**src/rtl/regfile_write_buffer.sv**
```systemverilog
// Write-back queue between the execute/memory producers and the single RegFile write port.
// Define WB_BYPASS_EN to forward still-queued values onto the RegFile read data.
module regfile_write_buffer #(
    parameter int DEPTH = 4,
    parameter int AW    = 5,
    parameter int DW    = 32,
    localparam int PW   = $clog2(DEPTH),
    localparam int CW   = PW + 1
) (
    input  logic          clock,
    input  logic          reset_n,
    input  logic          alu_valid,
    input  logic [AW-1:0] alu_reg,
    input  logic [DW-1:0] alu_data,
    output logic          alu_ready,
    input  logic          mem_valid,
    input  logic [AW-1:0] mem_reg,
    input  logic [DW-1:0] mem_data,
    output logic          mem_ready,
    output logic [AW-1:0] WriteReg,
    output logic [DW-1:0] WD3,
    output logic          WE3,
    input  logic [AW-1:0] ReadReg1,
    input  logic [AW-1:0] ReadReg2,
    input  logic [DW-1:0] rf_rd1,
    input  logic [DW-1:0] rf_rd2,
    output logic [DW-1:0] rd1,
    output logic [DW-1:0] rd2,
    output logic [CW-1:0] pending
);

    logic [AW-1:0] reg_mem  [DEPTH];
    logic [DW-1:0] data_mem [DEPTH];

    logic [PW-1:0] wr_ptr_q, wr_ptr_d;
    logic [PW-1:0] rd_ptr_q, rd_ptr_d;
    logic [CW-1:0] count_q, count_d;
    logic [PW-1:0] alu_slot;
    logic          mem_store, alu_store, pop;

    // Readiness looks only at the registered count; a pop in the same cycle is not credited.
    assign mem_ready = (count_q < CW'(DEPTH));
    assign alu_ready = mem_valid ? (count_q <= CW'(DEPTH - 2)) : (count_q < CW'(DEPTH));

    // Register 0 writes complete the handshake but never occupy a slot.
    assign mem_store = mem_valid & mem_ready & (mem_reg != '0);
    assign alu_store = alu_valid & alu_ready & (alu_reg != '0);
    assign pop       = (count_q != '0);

    // The load entry is older than a same-cycle ALU entry, so it takes the first slot.
    assign alu_slot  = wr_ptr_q + PW'(mem_store);
    assign wr_ptr_d  = wr_ptr_q + PW'(mem_store) + PW'(alu_store);
    assign rd_ptr_d  = rd_ptr_q + PW'(pop);
    assign count_d   = count_q + CW'(mem_store) + CW'(alu_store) - CW'(pop);

    always_ff @(posedge clock or negedge reset_n) begin
        if (!reset_n) begin
            wr_ptr_q <= '0;
            rd_ptr_q <= '0;
            count_q  <= '0;
        end else begin
            wr_ptr_q <= wr_ptr_d;
            rd_ptr_q <= rd_ptr_d;
            count_q  <= count_d;
        end
    end

    always_ff @(posedge clock) begin
        if (mem_store) begin
            reg_mem[wr_ptr_q]  <= mem_reg;
            data_mem[wr_ptr_q] <= mem_data;
        end
        if (alu_store) begin
            reg_mem[alu_slot]  <= alu_reg;
            data_mem[alu_slot] <= alu_data;
        end
    end

    assign WE3      = pop;
    assign WriteReg = pop ? reg_mem[rd_ptr_q]  : '0;
    assign WD3      = pop ? data_mem[rd_ptr_q] : '0;
    assign pending  = count_q;

`ifdef WB_BYPASS_EN
    // Scan from head to tail so the youngest matching entry wins.
    always_comb begin
        logic [PW-1:0] byp_idx;
        byp_idx = '0;
        rd1     = rf_rd1;
        rd2     = rf_rd2;
        for (int k = 0; k < DEPTH; k++) begin
            byp_idx = rd_ptr_q + PW'(k);
            if (CW'(k) < count_q) begin
                if ((ReadReg1 != '0) && (reg_mem[byp_idx] == ReadReg1)) rd1 = data_mem[byp_idx];
                if ((ReadReg2 != '0) && (reg_mem[byp_idx] == ReadReg2)) rd2 = data_mem[byp_idx];
            end
        end
    end
`else
    logic unused_read_regs;
    assign unused_read_regs = ^{ReadReg1, ReadReg2};
    assign rd1 = rf_rd1;
    assign rd2 = rf_rd2;
`endif

endmodule

```
**config.mk**
```make
export PLATFORM = sky130hd
export DESIGN_NAME = regfile_write_buffer
export DESIGN_NICKNAME = d
export VERILOG_FILES = /design/src/rtl/regfile_write_buffer.sv
export SDC_FILE = /design/constraint.sdc
export NUM_CORES = 1
export LEC_CHECK = 0
export ABC_AREA = 1
export BUFFER_PORTS_ARGS = -buffer_cell sky130_fd_sc_hd__buf_2
export CORE_MARGIN = 4
export CORE_UTILIZATION = 45
export CTS_CLUSTER_DIAMETER = 40
export DETAILED_ROUTE_END_ITERATION = 16
export GPL_TIMING_DRIVEN = 0
export PLACE_DENSITY_LB_ADDON = 0.12
export SLEW_MARGIN = 30
export SYNTH_ARGS = -nofsm -noshare
export SYNTH_HDL_FRONTEND = slang
export SYNTH_SLANG_ARGS = --single-unit
```
**constraint.sdc**
```tcl
create_clock -name clock -period 4.6 [get_ports clock]
set_input_delay 0.92 -clock clock [delete_from_list [all_inputs] [get_ports clock]]
set_output_delay 0.92 -clock clock [all_outputs]
set_load 0.02 [all_outputs]
```
**Word-level counts from Yosys, hierarchy flattened**

Memory sizes are Yosys's and may differ from the RTL's.
Cells that the tools add are included.

- Magnitude comparators: 2
- Bitwise gates (word level): 4
- Reductions and logical operators: 3
- Add/subtract/negate cells: 6
- Muxes and demuxes: 7

Operator list:

| cell | count |
|---|---|
| $mux W32 | 1 |
| $reduce_bool A5 Y1 | 2 |
| $add A2 B1 Y2 | 3 |
| $add A3 B1 Y3 | 2 |
| $mux W1 | 5 |
| $mux W5 | 1 |
| $and A1 B1 Y1 | 4 |
| $le A3 B2 Y1 const B | 1 |
| $lt A3 B3 Y1 const B | 1 |
| $reduce_bool A3 Y1 | 1 |
| $sub A3 B1 Y3 | 1 |

- Input bits: 152
- Bits in registers: 7
- Output and inout bits: 107
- Word-level logic and storage cells: 27
- Memory bits (writable): 148
- Memories kept: 2

Memory list:

| name | words | bits a word | rd ports | clocked after Yosys merged registers in | write ports | line | RTL |
|---|---|---|---|---|---|---|---|
| data_mem | 4 | 32 | 1 | 0 | 2 | 33 | `logic [DW-1:0] data_mem [DEPTH];` |
| reg_mem | 4 | 5 | 1 | 0 | 2 | 32 | `logic [AW-1:0] reg_mem [DEPTH];` |

**Longest topological paths before layout**

Gate-level depths: netlist (run 1).

- Depth in word-level cells: 6
- Gate-level depth with buffers: 13
- Gate-level depth less buffers: 11

**Worst setup path before layout (run 1)**

OpenSTA, ideal clock, no wires.

- Path type: input to register
- From: input port mem_reg[0]
- To: memory data_mem[2][0] (enable)
- Path buffers: 0
- Library setup time: 483 ps
- Arrival: 3816 ps
- Required time: 4117 ps
- Stages: 4
- Setup slack: 301 ps
- Path through: nor3_1 > nand2_1 > nand3_1 > o21ai_0

RTL lines:

| element | line | RTL |
|---|---|---|
| start: declaration | 17 | `input logic [AW-1:0] mem_reg,` |
| end: declaration | 33 |  |

**Worst setup path after layout (run 1)**

- From: register count_q[2] (netlist: pending[2])
- To: output port WD3[20]

- Word-level cells in the longest chain between the ends: 2

Ends and longest elaborated chain:

| element | line | RTL |
|---|---|---|
| start: declaration | 37 | `logic [CW-1:0] count_q, count_d;` |
| start signal: assignment | 64 | `count_q <= count_d;` |
| $reduce_bool A3 Y1 | 48 | `assign pop = (count_q != '0);` |
| $mux W32 | 81 | `assign WD3 = pop ? data_mem[rd_ptr_q] : '0;` |
| end: declaration | 21 | `output logic [DW-1:0] WD3,` |

Every way passes these cells.

==> qor.csv, run 1 <==
stage,metric,value,unit
sta,f_max,277,MHz
synth,total nets after synthesis,1215,
worst_setup_path,source of the worst register-to-register timing path,pending[2],
floorplanning,x dimension of the die,148,um
layout,area of combinational cells with multiple inputs,0.00329,mm^2
layout,Final Instance Area,0.0109,mm^2
placement,Port Buffer Count,184,
synth,total of warnings raised by yosys,0,
clock_network,"Clk Latency, worst-skew pair",0.43,ns
placement,Final GP Congestion,0.816,
placement,DP HPWL,19400,um
layout,area taken by flip-flops and latches,0.00462,mm^2
layout,Layout fillers,1762,
clock_network,quantity of gates resized following cts,0,
global_route,global-route met3 utilization,4.48,%
clock_network,clock edge transition at the registers on the reported setup and hold paths,0.06,ns
clock_network,hold bufs inserted after CTS,0,
placement,cell count after placement,1508,
pwr,maximum vdd ir drop,0.000412,V
pwr,Pleak,4.99,nW
global_route,Overflow after GRT,0,
pwr,Power per Cell Area,703,mW/mm^2
hold_path,worst min-delay path category,in2async,
clock_network,buffer type at the clock tree root,sky130_fd_sc_hd__clkbuf_16,
detailed_routing,total wire length,27500,um
clock_network,post-CTS setup buffer count,0,
detailed_routing,Via Count,8075,
synth,Post-Syn Area,0.00883,mm^2
worst_setup_path,R2R cell count,8,
worst_setup_path,RR Endpoint,pending[1],
synth,number of flops mapped to enable cells by yosys,148,
global_route,met2 usage in global routing,42.5,%
floorplanning,number of top-level design ports,259,
clock_network,CTS tree,yes,
sta,shortest period the worst path allows,3.61,ns
synth,synth unique cells,23,
synth,list of most frequent post-synthesis cells,"sky130_fd_sc_hd__nand2_1 (308), sky130_fd_sc_hd__nor2_1 (156), sky130_fd_sc_hd__nand3_1 (150)",
outcome,result of the run,"finished, final reports clean",
global_route,pin count of the biggest net entering global routing,20,
synth,sequential cell area fraction in the yosys report,52.3,%
worst_setup_path,peak fanout along the critical path,10,
sta,worst slew pin tran,0.688,ns
synth,top cell type's share of synthesized area,50.3,%
synth,post-synthesis sequential element count,155,
worst_setup_path,endpoint type of the worst setup path,output port,
placement,post-detailed-placement cell area,0.0103,mm^2
global_route,GR met1 Demand/Resource,31.2,%
worst_setup_path,Crit path required time,3.68,ns
clock_network,number of buffers inserted during clock tree synthesis,17,
worst_setup_path,minimum setup slack among reg-to-reg paths,1.44,ns
synth,most common flop cell mapped by yosys,sky130_fd_sc_hd__edfxtp_1,
job,max-cap violation count,0,
sta,final hold viol count,0,
sta,RSZ-0062 raised after global routing,false,
synth,Synth async-reset ratio,4.52,%
pwr,Tot Pwr,7.69,mW
clock_network,clock tree buffer depth,2,
sta,count of pins over their slew limit,0,
layout,post-layout instance count excluding filler cells,1540,
global_route,first-pass GRT wire length,41400,um
global_route,antenna violations before repair,0,
worst_setup_path,startpoint class of the critical path,flop,
detailed_routing,ANT nets after route,0,
detailed_routing,post-DR wirelength/cell,17.9,um
sta,post-route clock skew,0.00827,ns
layout,share of post-route cells with drive strength above 1,27.2,%
sta,tightest slew margin relative to the limit,54.2,%
synth,average instance area after synthesis,8.36,um^2
floorplanning,Std-Cell Rows,50,
floorplanning,y dimension of the die,148,um
sta,Total Neg Setup Slack,0,ns
synth,cell accounting for the most synthesized area,sky130_fd_sc_hd__edfxtp_1,
global_route,total global routing track utilization,24.6,%
detailed_routing,final routed DRC violation total,0,
synth,leading cell type by number of instances after synthesis,sky130_fd_sc_hd__nand2_1,
layout,antenna fix cells,0,
detailed_routing,number of DRC markers after the initial detailed-route iteration,866,
detailed_routing,DRT Pass-1 Iters,6,
synth,gate count after technology mapping,1056,
global_route,vias in the first global route,7586,
floorplanning,die area,0.0219,mm^2
worst_setup_path,Critical Path AT,2.69,ns
global_route,highest-utilization routing layer at the global route stage,met2,
floorplanning,effective utilization at floorplan,46.4,%
clock_network,H-tree lvl count,4,
layout,"Net count, final",1426,
synth,largest cells by area after synthesis,"sky130_fd_sc_hd__edfxtp_1 (50%), sky130_fd_sc_hd__nand2_1 (13%), sky130_fd_sc_hd__nand3_1 (8.5%)",
floorplanning,Std-Cell Core Area,0.0190,mm^2
detailed_routing,detail-routed via count per cell,5.24,
layout,synth-to-layout area growth,23.8,%
worst_setup_path,critical path class,reg2out,
clock_network,number of sinks driven by the clock tree,155,
sta,Final Cycle Share,78.5,%
sta,setup violators final,0,
[final cells by class]
type | instances | area share (%)
Sequential cell | 155 | 42.2
Multi-Input combinational cell | 745 | 30.1
Timing Repair Buffer | 192 | 10.3
Buffer | 139 | 8.26
Clock buffer | 18 | 3.92
Tap cell | 260 | 2.97
Clock inverter | 14 | 1.62
Inverter | 17 | 0.583
[report_power, final]
| part | internal, mW | leakage [nW] | switching, mW |
|---|---|---|---|
| sequential | 2.11 | 1.44 | 0.106 |
| clock | 0.899 | 0.297 | 0.558 |
| combinational | 1.23 | 3.26 | 2.78 |
| total | 4.24 | 4.99 | 3.44 |
[worst max-delay path, stage by stage (launching register included)]
cell                       delay (ns)
sky130_fd_sc_hd__dfrtp_1         0.42
sky130_fd_sc_hd__nor3_1          0.41
sky130_fd_sc_hd__clkbuf_1        0.53
sky130_fd_sc_hd__clkbuf_1        0.53
sky130_fd_sc_hd__a21oi_1         0.16
sky130_fd_sc_hd__buf_2           0.21
[cells in the final DEF (no fill, tap or decap), drive strengths merged]
cell type / count
fa: 2
xor2: 1
ha: 5
nand3: 150
bufinv: 4
nor3: 2
clkbuf: 37
inv: 17
clkinvlp: 2
buf: 312
a21oi: 37
nand2: 308
clkinv: 8
xnor2: 3
nor2: 158
edfxtp: 148
o21ai: 79
dfrtp: 7
[worst max-delay path by stage]
stage | from | to | depth (start not counted)
after detailed placement | mem_reg[0] | data_mem[2][15] | 14
after CTS | pending[2] | WD3[20] | 5
after global routing | pending[2] | WD3[20] | 5
final | pending[2] | WD3[20] | 5
after global placement | mem_reg[4] | data_mem[3][15] | 5
after floorplan | mem_reg[0] | data_mem[2][0] | 4
[registers in the layout (all words and copies together) (netlist names)]
signal and cells:
rd_ptr_q 2, pending 3, reg_mem 20, wr_ptr_q 2
data_mem 128
[metrics by stage]
stage | hold WS [ns] | worst slack (ns) | utilization, %
after CTS | 0.313 | 0.906 | 57.5
final | 0.317 | 0.989 | 57.5
after global placement | 0.573 | -2.07 | 53.0
after detailed placement | 0.578 | 0.726 | 54.3
after global routing | 0.326 | 0.894 | 57.5
after floorplan | 0.534 | 0.301 | -
[metal layers]
layer | routed length (um) | vias to the layer above
li1 | - | 3887
met1 | 10900 | 3717
met2 | 13600 | 428
met3 | 2460 | 43
met4 | 588 | 0
met5 | 0 | -
[cells by family after synthesis]
group,count (synthesis),synth area share (%)
simple gates,618,28.5
buf+inv,156,11.0
flops,155,52.3
compound gates,116,6.57
fa+ha+maj,7,1.16
xor+xnor,4,0.482
Note: power is estimated with default switching activity, not from simulation.
==> inputs of run 2 (changes only) <==
--- a/config.mk
+++ b/config.mk
@@ -5,7 +5,7 @@
 export SDC_FILE = /design/constraint.sdc
 export NUM_CORES = 1
 export LEC_CHECK = 0
-export ABC_AREA = 1
+export ABC_AREA = 0
 export BUFFER_PORTS_ARGS = -buffer_cell sky130_fd_sc_hd__buf_2
 export CORE_MARGIN = 4
 export CORE_UTILIZATION = 45
==> constraint.sdc (replaced) <==
create_clock -name clock -period 3.5 [get_ports clock]
set_input_delay 0.7 -clock clock [delete_from_list [all_inputs] [get_ports clock]]
set_output_delay 0.7 -clock clock [all_outputs]
set_load 0.02 [all_outputs]
==> run 2 against run 1 <==
  * Clock power rose by 16%
  * Critical path type is now in2reg
  * Synthesized cell count fell by 52%
  * Largest power group unchanged
  * Register-to-register slack got worse by 0.96 ns
  * Critical path depth rose by 5
==> qor.csv, run 2 <==
stage,metric,value,unit
synth,list of most frequent post-synthesis cells,"sky130_fd_sc_hd__edfxtp_1 (148), sky130_fd_sc_hd__mux2_2 (82), sky130_fd_sc_hd__mux2_4 (66)",
outcome,result of the run,"finished, final reports clean",
detailed_routing,post-DR wirelength/cell,22.1,um
synth,cell accounting for the most synthesized area,sky130_fd_sc_hd__edfxtp_1,
synth,sequential cell area fraction in the yosys report,53.6,%
placement,post-placement setup slack,-0.556,ns
synth,number of flops mapped to enable cells by yosys,148,
detailed_routing,number of DRC markers after the initial detailed-route iteration,304,
layout,"leading cell types in the layout, fill and taps excluded","sky130_fd_sc_hd__buf_2 (192), sky130_fd_sc_hd__edfxtp_1 (148), sky130_fd_sc_hd__mux2_2 (82), sky130_fd_sc_hd__mux2_4 (66), sky130_fd_sc_hd__buf_4 (66)",
detailed_routing,final routed DRC violation total,0,
pwr,relative contribution of the clock network to total power,19.7,%
worst_setup_path,startpoint class of the critical path,input port,
layout,Util after Layout,56.4,%
layout,post-layout instance count excluding filler cells,973,
worst_setup_path,Critical Path AT,3.48,ns
synth,largest cells by area after synthesis,"sky130_fd_sc_hd__edfxtp_1 (52%), sky130_fd_sc_hd__mux2_4 (11%), sky130_fd_sc_hd__mux2_2 (11%)",
worst_setup_path,slowest CP cell,sky130_fd_sc_hd__a31o_4,
layout,area taken by flip-flops and latches,0.00462,mm^2
synth,"share of synthesized cell area in and, or, nand and nor gates",3.64,%
synth,total of warnings raised by yosys,0,
floorplanning,Std-Cell Rows,50,
sta,f_max,292,MHz
global_route,pin count of the biggest net entering global routing,38,
sta,shortest period the worst path allows,3.43,ns
synth,share of synthesized area spent on multiplexers,31.9,%
pwr,Pleak,4.31,nW
job,max-cap violation count,0,
floorplanning,Std-Cell Core Area,0.0188,mm^2
placement,cell count after placement,938,
synth,average instance area after synthesis,16.9,um^2
sta,final hold viol count,0,
worst_setup_path,peak per-stage delay on the critical path,0.59,ns
clock_network,number of buffers inserted during clock tree synthesis,17,
synth,synth unique cells,26,
detailed_routing,DRT Pass-1 Iters,4,
layout,"Net count, final",885,
worst_setup_path,endpoint type of the worst setup path,flop,
sta,post-route clock skew,0.0113,ns
worst_setup_path,critical path class,in2reg,
detailed_routing,ANT nets after route,0,
global_route,Overflow after GRT,0,
clock_network,buffer type at the clock tree root,sky130_fd_sc_hd__clkbuf_16,
clock_network,hold bufs inserted after CTS,0,
synth,total nets after synthesis,670,
floorplanning,effective utilization at floorplan,46.0,%
sta,count of pins over their slew limit,0,
placement,Final GP Congestion,0.848,
synth,gate count after technology mapping,511,
layout,Layout fillers,1562,
global_route,first-pass GRT wire length,32200,um
synth,"post-synthesis share of cell area spent on full adders, half adders and majority gates",1.19,%
hold_path,worst min-delay path category,in2async,
layout,synth-to-layout area growth,22.8,%
clock_network,"Clk Latency, worst-skew pair",0.43,ns
synth,area share of xor/xnor cells in the synthesized design,0.508,%
worst_setup_path,library cell appearing most often on the critical path,sky130_fd_sc_hd__buf_6,
floorplanning,number of top-level design ports,259,
clock_network,CTS tree,yes,
layout,number of flip-flops under the largest register name,128,
floorplanning,x dimension of the die,146,um
synth,post-synthesis sequential element count,155,
pwr,internal portion of total power,5.50,mW
detailed_routing,detail-routed via count per cell,5.29,
sta,Final Cycle Share,98.0,%
global_route,total global routing track utilization,19.9,%
floorplanning,y dimension of the die,146,um
synth,combinational family with the most area after synthesis,multiplexers,
clock_network,clock tree buffer depth,2,
pwr,Net Sw Frac,36.0,%
layout,share of post-route cells with drive strength above 1,68.8,%
synth,Synth async-reset ratio,4.52,%
pwr,maximum vdd ir drop,0.000587,V
clock_network,clock edge transition at the registers on the reported setup and hold paths,0.07,ns
pwr,Seq pwr share,33.6,%
detailed_routing,total wire length,21600,um
sta,final setup slack of the worst path,0.0715,ns
layout,area of combinational cells with multiple inputs,0.00337,mm^2
placement,Port Buffer Count,184,
pwr,Tot Pwr,8.59,mW
pwr,combinational cell fraction of total power,46.7,%
detailed_routing,Via Count,5149,
clock_network,H-tree lvl count,4,
global_route,antenna violations before repair,3,
sta,worst slew pin tran,0.737,ns
synth,top cell type's share of synthesized area,51.5,%
layout,"most common cell after layout, fill and taps aside",sky130_fd_sc_hd__buf_2,
worst_setup_path,peak fanout along the critical path,37,
synth,most common flop cell mapped by yosys,sky130_fd_sc_hd__edfxtp_1,
floorplanning,die area,0.0214,mm^2
worst_setup_path,Crit path required time,3.55,ns
global_route,vias in the first global route,5650,
layout,register containing the most flip-flops in the final layout,data_mem,
placement,DP HPWL,15200,um
pwr,Power per Cell Area,811,mW/mm^2
pwr,switching power,3.09,mW
synth,Post-Syn Area,0.00863,mm^2
sta,setup violators final,0,
clock_network,number of sinks driven by the clock tree,155,
synth,leading cell type by number of instances after synthesis,sky130_fd_sc_hd__edfxtp_1,
sta,tightest slew margin relative to the limit,50.9,%
synth,compound-cell area share of the yosys netlist,0.827,%
worst_setup_path,critical-path cell list,buf_2 -> or3_1 -> o311a_4 -> ha_4 -> xor2_1 -> nand2_1 -> nor3_1 -> buf_6 -> buf_6 -> a31o_4,
==> run 2: final timing paths <==
path                              endpoint   startpoint  cells past startpoint  slack (ns)
setup / recovery           data_mem[3][12]   mem_reg[4]                     10        0.07
hold / removal                 wr_ptr_q[0]      reset_n                      1        0.10
setup reg to reg           data_mem[0][19]   pending[2]                     11        0.48
hold reg to reg                rd_ptr_q[0]  rd_ptr_q[0]                      1        0.54
max in group asynchronous       pending[2]      reset_n                      1        3.23
min in group clock             rd_ptr_q[0]  rd_ptr_q[0]                      1        0.54
==> run 2: power by group through the flow <==
stage	combinational [mW]	sequential (mW)	clock (mW)
after detailed placement	4.03	2.92	0
after CTS	4.07	2.89	1.71
after floorplan	2.72	2.90	0
after global placement	3.86	2.92	0
final	4.01	2.89	1.69
after global routing	4.29	2.93	1.79
==> run 2: logic make-up after synthesis <==
kind of cell	count (synthesis)
simple gates	49
xor+xnor	5
buf+inv	103
compound gates	7
fa+ha+maj	7
mux	185
flops	155
==> run 2: timing repair <==
item / 4_1_cts / 5_1_grt
resized for setup: 1 / 9
cloned: 0 / 1
endpoints found under the setup margin: 56 / 97
setup buffers: 2 / 0
==> run 2: area by class of cell <==
cell class | count | area share, %
buffer | 92 | 6.51
clock buffer | 18 | 4.05
multi-input combinational | 254 | 31.8
antenna | 1 | 0.0236
tap | 234 | 2.76
clock inverter | 13 | 0.992
inverter | 11 | 0.390
timing repair buffer | 195 | 9.87
sequential | 155 | 43.6
==> run 2: critical path: cells and delay by family <==
family | cells | cell delay [ns]
buffers and inverters | 3 | 0.61
XOR/XNOR | 1 | 0.20
AO/OA/AOI/OAI | 2 | 0.97
adder cells (fa/ha/maj) | 1 | 0.18
AND/OR/NAND/NOR | 3 | 0.78
==> run 2: per-layer routing <==
| layer | wire [um] | track usage [%] | share of wire, % |
|---|---|---|---|
| met1 | 8470 | 23.6 | 39 |
| met2 | 11400 | 36.2 | 53 |
| met3 | 1440 | 5.09 | 6.7 |
| met4 | 248 | 5.22 | 1.2 |
| met5 | 27 | 0 | 0.13 |
==> run 2: per-stage QoR <==
| step | hold WS [ns] | area [um^2] | TNS [ns] |
|---|---|---|---|
| finish | 0.100 | 10600 | 0 |
| global route | 0.0947 | 10600 | -0.00370 |
| CTS | 0.0924 | 10600 | 0 |
| detailed placement | 0.520 | 9990 | -53.31 |
| global placement | 0.484 | 9850 | -186.33 |
| floorplan | 0.404 | 8640 | -1.51 |
==> inputs of run 3 (changes only) <==
--- a/config.mk
+++ b/config.mk
@@ -7,12 +7,13 @@
 export LEC_CHECK = 0
 export ABC_AREA = 0
 export BUFFER_PORTS_ARGS = -buffer_cell sky130_fd_sc_hd__buf_2
-export CORE_MARGIN = 4
+export CAP_MARGIN = 10
 export CORE_UTILIZATION = 45
 export CTS_CLUSTER_DIAMETER = 40
 export DETAILED_ROUTE_END_ITERATION = 16
 export GPL_TIMING_DRIVEN = 0
 export PLACE_DENSITY_LB_ADDON = 0.12
+export REMOVE_ABC_BUFFERS = 1
 export SLEW_MARGIN = 30
 export SYNTH_ARGS = -nofsm -noshare
 export SYNTH_HDL_FRONTEND = slang
==> run 3 against run 2 <==
  * Sequential share of layout area is 3.4 points higher
  * Cell count fell by 14%
  * Non-clock buffer count shrank 135
  * Via count decreased by 7.8%
  * Largest power group unchanged
  * Hold slack improved by 0.017 ns
  * Count of clock-buffer cells in the layout up 4
  * Design area is 7.0% lower
  * Critical endpoint is now data_mem[2][16]
  * Clock skew down 0.0041 ns
  * Setup slack better by 0.045 ns
==> qor.csv, run 3 (synthesized netlist as in run 2, its figures left out) <==
stage,metric,value,unit
worst_setup_path,startpoint of the worst setup timing path,mem_reg[4],
sta,f_max,296,MHz
worst_setup_path,Crit path required time,3.68,ns
pwr,Pleak,3.77,nW
sta,tightest slew margin relative to the limit,43.5,%
floorplanning,y dimension of the die,140,um
clock_network,H-tree lvl count,4,
worst_setup_path,startpoint class of the critical path,input port,
pwr,switching power,2.99,mW
job,max-cap violation count,0,
layout,"leading cell types in the layout, fill and taps excluded","sky130_fd_sc_hd__edfxtp_1 (148), sky130_fd_sc_hd__buf_2 (120), sky130_fd_sc_hd__mux2_2 (82), sky130_fd_sc_hd__mux2_4 (66)",
placement,Port Buffer Count,120,
worst_setup_path,library cell appearing most often on the critical path,sky130_fd_sc_hd__buf_6,
clock_network,"Clk Latency, worst-skew pair",0.42,ns
placement,post-detailed-placement cell area,0.00920,mm^2
worst_setup_path,peak fanout along the critical path,38,
global_route,vias in the first global route,5046,
clock_network,number of sinks driven by the clock tree,155,
sta,Final Cycle Share,96.7,%
clock_network,clock tree buffer depth,2,
placement,cell count after placement,802,
layout,synth-to-layout area growth,14.1,%
floorplanning,number of top-level design ports,259,
layout,antenna fix cells,0,
worst_setup_path,slowest CP cell,sky130_fd_sc_hd__or4_4,
layout,Util after Layout,52.5,%
pwr,Tot Pwr,8.61,mW
detailed_routing,total wire length,22400,um
clock_network,clock edge transition at the registers on the reported setup and hold paths,0.06,ns
worst_setup_path,Critical Path AT,3.56,ns
worst_setup_path,endpoint type of the worst setup path,flop,
floorplanning,die area,0.0197,mm^2
sta,count of pins over their slew limit,0,
detailed_routing,DRT Pass-1 Iters,4,
pwr,relative contribution of the clock network to total power,21.5,%
floorplanning,effective utilization at floorplan,46.0,%
floorplanning,Std-Cell Core Area,0.0188,mm^2
outcome,result of the run,"finished, final reports clean",
pwr,combinational cell fraction of total power,43.9,%
sta,shortest period the worst path allows,3.38,ns
detailed_routing,Via Count,4749,
layout,number of flip-flops under the largest register name,128,
detailed_routing,detail-routed via count per cell,5.67,
layout,"most common cell after layout, fill and taps aside",sky130_fd_sc_hd__edfxtp_1,
sta,final hold viol count,0,
worst_setup_path,worst path bufs/invs,3,
worst_setup_path,peak per-stage delay on the critical path,0.73,ns
layout,share of post-route cells with drive strength above 1,63.2,%
layout,"Net count, final",749,
placement,DP HPWL,15400,um
global_route,pin count of the biggest net entering global routing,39,
pwr,Net Sw Frac,34.7,%
pwr,maximum vdd ir drop,0.000626,V
sta,setup violators final,0,
worst_setup_path,critical path class,in2reg,
layout,register containing the most flip-flops in the final layout,data_mem,
pwr,internal portion of total power,5.62,mW
layout,Layout fillers,1555,
worst_setup_path,critical-path cell list,buf_2 -> or3_1 -> o311a_4 -> ha_4 -> xnor2_1 -> or4_4 -> o31ai_4 -> buf_6 -> buf_6,
floorplanning,Std-Cell Rows,50,
clock_network,buffer type at the clock tree root,sky130_fd_sc_hd__clkbuf_16,
pwr,Power per Cell Area,875,mW/mm^2
sta,worst slew pin tran,0.848,ns
worst_setup_path,minimum setup slack among reg-to-reg paths,0.34,ns
global_route,first-pass GRT wire length,33000,um
detailed_routing,ANT nets after route,0,
detailed_routing,final routed DRC violation total,0,
worst_setup_path,Crit path max-delay family,simple AND/OR/NAND/NOR gates,
global_route,total global routing track utilization,23.8,%
layout,post-layout instance count excluding filler cells,837,
detailed_routing,number of DRC markers after the initial detailed-route iteration,234,
placement,Final GP Congestion,0.740,
clock_network,number of buffers inserted during clock tree synthesis,17,
layout,Final Instance Area,0.00984,mm^2
sta,RSZ-0062 raised after global routing,false,
global_route,Overflow after GRT,0,
floorplanning,x dimension of the die,140,um
hold_path,worst min-delay path category,in2async,
detailed_routing,post-DR wirelength/cell,26.8,um
sta,post-route clock skew,0.00719,ns
worst_setup_path,source of the worst register-to-register timing path,pending[2],
clock_network,CTS tree,yes,
pwr,Seq pwr share,34.6,%
global_route,antenna violations before repair,0,
run 3: what timing repair did:
action	4_1_cts	5_1_grt
endpoints found under the setup margin	54	59
resized for setup	2	2
pin swaps	0	1
hold buffers	0	0
setup buffers	0	3
run 3: power by group through the flow:
stage               Sequential, mW  Clock, mW  Combinational [mW]
CTS                           2.99       1.88                3.83
floorplan                     3.06          0                2.39
global placement              3.22          0                3.45
finish                        2.98       1.85                3.78
detailed placement            3.03          0                3.79
global route                  3.04       1.95                4.06
run 3: final cells by class:
type	instances	area, um^2	area share (%)
sequential	155	4630	47.0
clock inverter	10	145	1.47
clock buffer	22	444	4.51
tap	234	293	2.97
timing repair buffer	152	918	9.33
multi-input combinational	253	3380	34.3
inverter	11	41.3	0.419
run 3: path summary, 6_finish.rpt:
kind	to	cells after the start
max	data_mem[2][16]	9
max in group asynchronous	rd_ptr_q[0]	1
min	wr_ptr_q[0]	1
max reg2reg	data_mem[0][21]	7
min reg2reg	rd_ptr_q[1]	1
min in group clock	rd_ptr_q[1]	1
run 3: metal layers:
metal,wire (um),global-route usage (%)
met2,9870,34.4
met1,9210,28.9
met4,192,5.32
met3,2890,15.0
met5,264,10.5
run 3: stage by stage:
stage | setup slack, ns | hold WS, ns | TNS, ns
2_1_floorplan | -2.93 | 0.404 | -437.38
3_3_place_gp | -6.50 | 0.547 | -1287.62
5_1_grt | 0.0590 | 0.0977 | 0
6_report | 0.116 | 0.117 | 0
4_1_cts | 0.0528 | 0.104 | 0
3_5_place_dp | -0.595 | 0.555 | -76.93
